File: src/rtl/burst_slave_port.sv
// Serial-bus slave port: deserialises addr/len (+write data) and runs 1..2^BURST_WIDTH memory beats.
// Read beat period DATA_WIDTH+MEM_LATENCY+1 cycles; serial input stalls on mvalid=0, read data is never stalled.
module burst_slave_port #(
    parameter int ADDR_WIDTH  = 12,
    parameter int DATA_WIDTH  = 8,
    parameter int BURST_WIDTH = 4,
    parameter int MEM_LATENCY = 1
) (
    input  logic                  clk,
    input  logic                  rstn,
    input  logic [DATA_WIDTH-1:0] smemrdata,
    output logic                  smemwen,
    output logic                  smemren,
    output logic [ADDR_WIDTH-1:0] smemaddr,
    output logic [DATA_WIDTH-1:0] smemwdata,
    input  logic                  swdata,
    input  logic                  smode,
    input  logic                  mvalid,
    output logic                  srdata,
    output logic                  svalid,
    output logic                  sready
);

    localparam int M1 = (ADDR_WIDTH > DATA_WIDTH) ? ADDR_WIDTH : DATA_WIDTH;
    localparam int M2 = (M1 > BURST_WIDTH) ? M1 : BURST_WIDTH;
    localparam int M3 = (M2 > MEM_LATENCY + 1) ? M2 : MEM_LATENCY + 1;
    localparam int CW = $clog2(M3);

    localparam logic [CW-1:0] A_LAST = CW'(ADDR_WIDTH - 1);
    localparam logic [CW-1:0] L_LAST = CW'(BURST_WIDTH - 1);
    localparam logic [CW-1:0] D_LAST = CW'(DATA_WIDTH - 1);
    localparam logic [CW-1:0] LAT    = CW'(MEM_LATENCY);

    typedef enum logic [2:0] {IDLE, ADDR, LEN, WDATA, RWAIT, RDATA} state_t;

    state_t                 state;
    logic                   mode;
    logic [ADDR_WIDTH-1:0]  addr;
    logic [BURST_WIDTH-1:0] len;
    logic [BURST_WIDTH-1:0] beat;
    logic [CW-1:0]          cnt;
    logic [DATA_WIDTH-1:0]  shreg;

    assign sready = (state == IDLE);

    // Serial fields enter at the MSB and shift down, so after N bits bit 0 sits at the LSB.
    always_ff @(posedge clk) begin
        if (!rstn) begin
            state     <= IDLE;
            mode      <= 1'b0;
            addr      <= '0;
            len       <= '0;
            beat      <= '0;
            cnt       <= '0;
            shreg     <= '0;
            smemwen   <= 1'b0;
            smemren   <= 1'b0;
            smemaddr  <= '0;
            smemwdata <= '0;
            srdata    <= 1'b0;
            svalid    <= 1'b0;
        end else begin
            smemwen <= 1'b0;
            smemren <= 1'b0;
            case (state)
                IDLE: begin
                    if (mvalid) begin
                        mode  <= smode;
                        addr  <= {swdata, addr[ADDR_WIDTH-1:1]};
                        cnt   <= CW'(1);
                        state <= ADDR;
                    end
                end
                ADDR: begin
                    if (mvalid) begin
                        addr <= {swdata, addr[ADDR_WIDTH-1:1]};
                        if (cnt == A_LAST) begin
                            cnt   <= '0;
                            state <= LEN;
                        end else begin
                            cnt <= cnt + 1'b1;
                        end
                    end
                end
                LEN: begin
                    if (mvalid) begin
                        len <= (len >> 1) | (BURST_WIDTH'(swdata) << (BURST_WIDTH - 1));
                        if (cnt == L_LAST) begin
                            cnt  <= '0;
                            beat <= '0;
                            if (mode) begin
                                state <= WDATA;
                            end else begin
                                state    <= RWAIT;
                                smemren  <= 1'b1;
                                smemaddr <= addr;
                            end
                        end else begin
                            cnt <= cnt + 1'b1;
                        end
                    end
                end
                WDATA: begin
                    if (mvalid) begin
                        shreg <= {swdata, shreg[DATA_WIDTH-1:1]};
                        if (cnt == D_LAST) begin
                            cnt       <= '0;
                            smemwen   <= 1'b1;
                            smemaddr  <= addr;
                            smemwdata <= {swdata, shreg[DATA_WIDTH-1:1]};
                            if (beat == len) begin
                                state <= IDLE;
                            end else begin
                                beat <= beat + 1'b1;
                                addr <= addr + 1'b1;
                            end
                        end else begin
                            cnt <= cnt + 1'b1;
                        end
                    end
                end
                RWAIT: begin
                    // The issue cycle counts as 0, so data is taken MEM_LATENCY cycles after smemren.
                    if (cnt == LAT) begin
                        cnt    <= '0;
                        shreg  <= smemrdata;
                        srdata <= smemrdata[0];
                        svalid <= 1'b1;
                        state  <= RDATA;
                    end else begin
                        cnt <= cnt + 1'b1;
                    end
                end
                RDATA: begin
                    shreg <= shreg >> 1;
                    if (cnt == D_LAST) begin
                        cnt    <= '0;
                        svalid <= 1'b0;
                        srdata <= 1'b0;
                        if (beat == len) begin
                            state <= IDLE;
                        end else begin
                            beat     <= beat + 1'b1;
                            addr     <= addr + 1'b1;
                            smemren  <= 1'b1;
                            smemaddr <= addr + 1'b1;
                            state    <= RWAIT;
                        end
                    end else begin
                        cnt    <= cnt + 1'b1;
                        srdata <= shreg[1];
                    end
                end
                default: state <= IDLE;
            endcase
        end
    end

endmodule

File: config.mk
export PLATFORM = sky130hd
export DESIGN_NAME = burst_slave_port
export DESIGN_NICKNAME = d
export VERILOG_FILES = /design/src/rtl/burst_slave_port.sv
export SDC_FILE = /design/constraint.sdc
export NUM_CORES = 1
export LEC_CHECK = 0
export ABC_AREA = 1
export CORE_UTILIZATION = 40
export CTS_BUF_LIST = sky130_fd_sc_hd__clkbuf_8
export DETAILED_ROUTE_END_ITERATION = 7
export MAX_ROUTING_LAYER = met4
export PLACE_DENSITY = 0.64
export SETUP_SLACK_MARGIN = 0.1
export SLEW_MARGIN = 20
export SYNTH_ARGS = -nofsm -noshare
export SYNTH_HDL_FRONTEND = slang
export SYNTH_SLANG_ARGS = --single-unit
File: constraint.sdc
create_clock -name clk -period 2.2 [get_ports clk]
set_clock_uncertainty 0.15 [all_clocks]
set_input_delay 0.44 -clock clk [delete_from_list [all_inputs] [get_ports clk]]
set_output_delay 0.44 -clock clk [all_outputs]
set_load 0.005 [all_outputs]
# Word-level counts from Yosys, hierarchy flattened

Cells that the tools add are included.

Flip-flop bits (word level): 60
Bits in latches: 0
Memory bits (writable): 0
Bits in read-only memories: 0
Memories: 0

Add/subtract/negate cells: 3
Multipliers: 0
Div/mod/pow operators: 0
$lt $le $gt $ge: 0
Equal/unequal tests: 23
Shift operators: 0
Muxes and demuxes: 57
Bitwise logic cells: 1
Reduce and logical (&&, ||, !) cells: 19

Operators by type and width:

| operator                                       | number |
|---|---|
| two-way mux 12 bit                             | 11 |
| case mux 12 bit (3 select lines)               | 2 |
| two-way mux 4 bit                              | 13 |
| two-way mux 3 bit                              | 12 |
| inequality test 2 bit (second input constant)  | 12 |
| case mux 4 bit (6 select lines)                | 1 |
| case mux 8 bit (3 select lines)                | 1 |
| case mux 3 bit (6 select lines)                | 1 |
| two-way mux 8 bit                              | 2 |
| AND reduction 3 bit                            | 5 |
| adder 12 x 1 -> 12 bit (second input constant) | 1 |
| case mux 4 bit (3 select lines)                | 1 |
| two-way mux 1 bit                              | 10 |
| AND reduction 10 bit                           | 1 |
| nonzero test 3 bit                             | 3 |
| adder 4 x 1 -> 4 bit (second input constant)   | 2 |
| AND reduction 8 bit                            | 1 |
| == test 3 x 2 -> 1 bit (second input constant) | 2 |
| == test 3 bit (second input constant)          | 2 |
| case mux 1 bit (2 select lines)                | 3 |
| AND reduction 2 bit                            | 3 |
| nonzero test 6 bit                             | 1 |
| AND reduction 5 bit                            | 1 |
| == test 4 x 1 -> 1 bit (second input constant) | 1 |
| 11 further kinds                               | 11 |

# Longest topological paths before layout

Gate-level depths: netlist of run 1.

Depth in word-level cells: 5
Gate-level depth with buffers: 12

# Worst setup path after synthesis of run 1

OpenSTA, ideal clock, no wires.

Path kind: reg2reg
Start: register cnt[0]
End: register smemaddr[5]
Setup time: 0.113 ns
Data arrival time: 1.389 ns
Data required time: 1.937 ns
Setup slack: 0.548 ns
Cell stages (with the launch flop): 10
Cell sequence: dfxtp_1 -> ha_1 -> nand3_1 -> nand2_1 -> nand3_4 -> nor2_8 -> nand2_4 -> buf_6 -> nor2_1 -> nor2_1

Longest elaborated chain between the ends: 3
Elaborated cells on any way between the ends: 6

RTL lines:

| what                                                             | RTL line     | RTL |
|---|---|---|
| start, declared                                                  | 41           | `logic [CW-1:0] cnt;` |
| start signal, assigned                                           | 81           | `cnt <= cnt + 1'b1;` |
| start signal, assigned                                           | 99           | `cnt <= cnt + 1'b1;` |
| start signal, assigned                                           | 118          | `cnt <= cnt + 1'b1;` |
| == test 4 x 3 -> 1 bit or == test 4 x 2 -> 1 bit (tied branches) | 106, 136, 88 |  |
| inequality test 2 bit (no source line)                           | n/a          |  |
| AND reduction 8 bit (no source line) (*)                         | n/a          |  |
| end signal, assigned                                             | 96           | `smemaddr <= addr;` |
| end signal, assigned                                             | 109          | `smemaddr <= addr;` |
| end signal, assigned                                             | 146          | `smemaddr <= addr + 1'b1;` |
| end, declared                                                    | 14           | `output logic [ADDR_WIDTH-1:0] smemaddr,` |

Mark *: on every way between the ends. The rest lies on a longest branch, timed or not.
A chain may end at the register's enable or synchronous reset.

# Worst setup path in the final report of run 1

Start: register beat[0]
End: register addr[10]

Longest elaborated chain between the ends: 5

RTL lines:

| what                                 | RTL line | RTL |
|---|---|---|
| start, declared                      | 40       | `logic [BURST_WIDTH-1:0] beat;` |
| start signal, assigned               | 114      | `beat <= beat + 1'b1;` |
| start signal, assigned               | 143      | `beat <= beat + 1'b1;` |
| == test 4 bit (*)                    | 111, 140 |  |
| two-way mux 12 bit (*) (2 in a row)  | n/a      |  |
| two-way mux 12 bit                   | n/a      |  |
| case mux 12 bit (3 select lines) (*) | n/a      |  |
| end signal, assigned                 | 69       | `addr <= {swdata, addr[ADDR_WIDTH-1:1]};` |
| end signal, assigned                 | 76       | `addr <= {swdata, addr[ADDR_WIDTH-1:1]};` |
| end signal, assigned                 | 115      | `addr <= addr + 1'b1;` |
| end, declared                        | 38       | `logic [ADDR_WIDTH-1:0] addr;` |

Mark *: on every way between the ends. The rest lies on a longest branch, timed or not. The select of a mux whose other input is x is not followed.

==> results of run 1 <==
stage by stage:
stage / instance area, um^2 / util (%)
global placement: 3782 / 47.95
finish: 4055 / 51.41
floorplan: 3327 / -
global route: 4055 / 51.41
CTS: 4043 / 51.25
detailed placement: 3782 / 47.95
path summary, 6_finish.rpt:
path,startpoint,end,cells past startpoint
hold reg to reg,len[0],len[0],2
setup reg to reg,beat[0],addr[10],11
setup / recovery,beat[0],addr[10],11
hold / removal,len[0],len[0],2
layout make-up:
| class | instances | area share, % |
|---|---|---|
| Clock buffer | 10 | 3.394 |
| Clock inverter | 6 | 2.561 |
| Inverter | 58 | 5.554 |
| Multi-Input combinational cell | 379 | 45.05 |
| Sequential cell | 59 | 29.34 |
| Tap cell | 102 | 3.147 |
| Timing Repair Buffer | 47 | 10.95 |
cells in the mapped netlist (2+ instances only):
library cell	count
a21oi_1	39
and2_1	2
buf_2	4
buf_4	3
buf_6	4
clkbuf_1	5
dfxtp_1	59
ha_1	4
inv_1	51
inv_2	5
inv_4	2
nand2_1	136
nand2_2	17
nand2_4	3
nand3_1	29
nand3b_1	2
nand4_1	2
nor2_1	65
nor2_2	9
nor2_4	2
nor3_1	4
o21ai_0	47
o21ai_1	6
xnor2_1	2
xor2_1	5
metal layers:
layer / up-vias / GRT usage, %
li1: 1708 / -
met1: 1490 / 22.32
met2: 45 / 35.54
met3: 16 / 5.285
met4: 0 / 6.282
met5: - / -
kinds of logic (layout without fill, tap and decap cells):
| family | count (synthesis) | in the layout |
|---|---|---|
| buffers and inverters | 75 | 121 |
| DFF | 59 | 59 |
| xor gates and xnor gates | 7 | 7 |
| AOI/OAI and AO/OA | 94 | 94 |
| and+or+nand+nor | 274 | 274 |
| adders and majority gates | 4 | 4 |
layout by cell type, fill, tap and decap left out, types with 2 or more instances in the layout:
master             n
and2_1             2
inv_2              4
nor2_2            10
inv_1             52
nand4_1            2
nand3_1           29
bufinv_16          3
xnor2_1            2
nand3b_1           2
buf_4             10
nor2_4             2
dfxtp_4            2
nand2_1          135
dfxtp_1           56
nand2_2           18
nor3_1             4
o21ai_1            6
clkbuf_8          10
inv_4              3
ha_1               4
clkinv_2           2
a21oi_1           39
nand2_4            2
clkdlybuf4s50_1   36
xor2_1             5
o21ai_0           47
nor2_1            64
power breakdown:
group | internal, mW | total, mW | switching [mW]
registers | 1.31 | 1.53 | 0.220
clock network | 0.775 | 1.21 | 0.432
logic | 0.692 | 1.75 | 1.06
state kept, by name (all words and copies together), names as in the netlist:
name,cells
beat,4
smemren,1
len,4
addr,12
state,3
smemwdata,8
srdata,1
smemaddr,12
mode,1
svalid,1
shreg,7
cnt,4
smemwen,1
worst reg2reg max path, stage by stage, from the launching register on:
cell     delay [ns]
dfxtp_1        0.42
inv_1          0.06
nand2_1        0.05
nand2_1        0.05
nor2_1         0.21
nand2_1        0.15
nand2_1        0.12
nand2_2        0.20
nand2_8        0.20
nand2_1        0.07
nand2_1        0.07
nor2_1         0.05
timing repair:
item	4_1_cts	5_1_grt
pin swaps	1	0
gates resized for setup	7	3
buffers inserted	1	0
endpoints found under the setup margin	1	12
==> flow_summary_export.csv, run 1 <==
group,metric,value,unit
outcome,status,"complete, no violations",
sta,holdWs,0.3245,ns
synthesis,synth_compound_area_share,14.29,%
route,top_layer,"met4",
route,wl_met3,282,um
placed_design,numPortBuffers,37,
floorplanning,die_w,93.20,um
final_layout,layout.nets,571,
sta,hold_violations,0,
setup_path,cp_num_buf_inv,1,
setup_path,path_cells,"inv_1 > nand2_1 > nand2_1 > nor2_1 > nand2_1 > nand2_1 > nand2_2 > nand2_8 > nand2_1 > nand2_1 > nor2_1",
placed_design,dp.cells,644,
sta,worst_slack,0.3065,ns
setup_path,cp_slowest_cell,"dfxtp_1",
sta,slew_viol_final,0,
sta,fmax,0.5281,GHz
clock_tree,ctsHoldBuffers,0,
synthesis,synth_top_family_by_area,"simple AND/OR/NAND/NOR gates",
min_path,min_path_type,"reg2reg",
route,drt-total-wl,7798,um
synthesis,netlist_area,3327,um^2
clock_tree,cts.path.max_buffers,2,
synthesis,synth-main-ff-cell,"dfxtp_1",
synthesis,ys_warn_count,0,
pwr,irDropWorstVdd,724.8,uV
floorplanning,core,7888,um^2
synthesis,seq_area_frac_synth,35.50,%
synthesis,synth-xor-area-share,1.843,%
synthesis,synth-simple-area-share,36.86,%
run,drv_cap,0,
synthesis,synth_area_leaders,"dfxtp_1 36%, nand2_1 15%, nor2_1 7.3%, o21ai_0 7.1%, a21oi_1 5.9%",
sta,slew_headroom,68.22,%
placed_design,gp_congestion,0.8327,
route,route.met2.wl,3856,um
final_layout,fin_cells,661,
global_routing,gr-total-overflow,0,
clock_tree,numCtsBuffers,9,
pwr,p_leak,1.698,nW
setup_path,cp_common_cell,"nand2_1",
setup_path,crit_type,"reg2reg",
sta,final.min_clock_period,1.893,ns
floorplanning,rows,32,
sta,setup-tns-final,0,ns
global_routing,grt_pass1_wl,13570,um
clock_tree,clkLatencyLatePin,0.34,ns
synthesis,syn_inst,513,
final_layout,syn_to_final_growth,21.89,%
floorplanning,start_util,42.18,%
route,post_drt_via_cell_ratio,4.930,
setup_path,crit_family,"simple AND/OR/NAND/NOR gates",
route,ant_nets,0,
route,met1_length,3523,um
clock_tree,cts_root_buf,"clkbuf_8",
final_layout,multi_input_area,1827,um^2
global_routing,grtUsageTotal,20.21,%
clock_tree,clkSinkCount,59,
synthesis,ys_ff_latch,59,
global_routing,antenna_found_initial,0,
synthesis,ys_types,31,
placed_design,dp_slack,0.02145,ns
sta,min_period_over_period,86.07,%
floorplanning,io_pins,38,
global_routing,grt_pass1_vias,3046,
route,via_count,3259,
synthesis,synth_top_area_cell,"dfxtp_1",
setup_path,start_kind,"register",
route,drt-initial-drc-count,168,
floorplanning,die_h,93.20,um
synthesis,async_flop_share,0,%
sta,worst_slew_pin_slew,0.4762,ns
route,drt_first_pass_iters,4,
clock_tree,h-tree-depth,3,
clock_tree,clkTransAtPathRegs,0.07,ns
global_routing,grt_max_degree,25,
synthesis,synth-edff-count,0,
final_layout,drive_gt1_share,12.70,%
synthesis,postSynthAreaPerCell,6.485,um^2
synthesis,synth_fa_ha_area_share,1.504,%
final_layout,diodes,0,
clock_tree,cts_tree,"yes",
setup_path,crit_fanout,18,
synthesis,synth_mux_area_share,0,%
route,drc_errors,0,
setup_path,rrSetupSlack,0.31,ns
setup_path,endpoint_kind,"register",
setup_path,cp_data_required_time,2.28,ns
pwr,total_power,4.492,mW
route,wl_per_cell,11.80,um
setup_path,worstPathArrival,1.98,ns
setup_path,max_stage_delay,0.42,ns
floorplanning,dieArea,8686,um^2
final_layout,fillers,803,
synthesis,synth_top_cell_area_share,35.50,%
pwr,powerDensity,1108,nW/um^2
sta,rsz0062_at_grt,"no",
synthesis,syn_nets,530,
sta,final-setup-viol-count,0,
final_layout,register_area,1190,um^2
placed_design,place.detailed.hpwl,5665,um
No activity file was read; power rests on OpenSTA's default activity.
==> inputs of run 2 (changes only) <==
- ABC_CLOCK_PERIOD_IN_PS: not set -> 2200
==> results of run 2 <==
No change in the layout: final DEF, timing and power equal those of run 1.
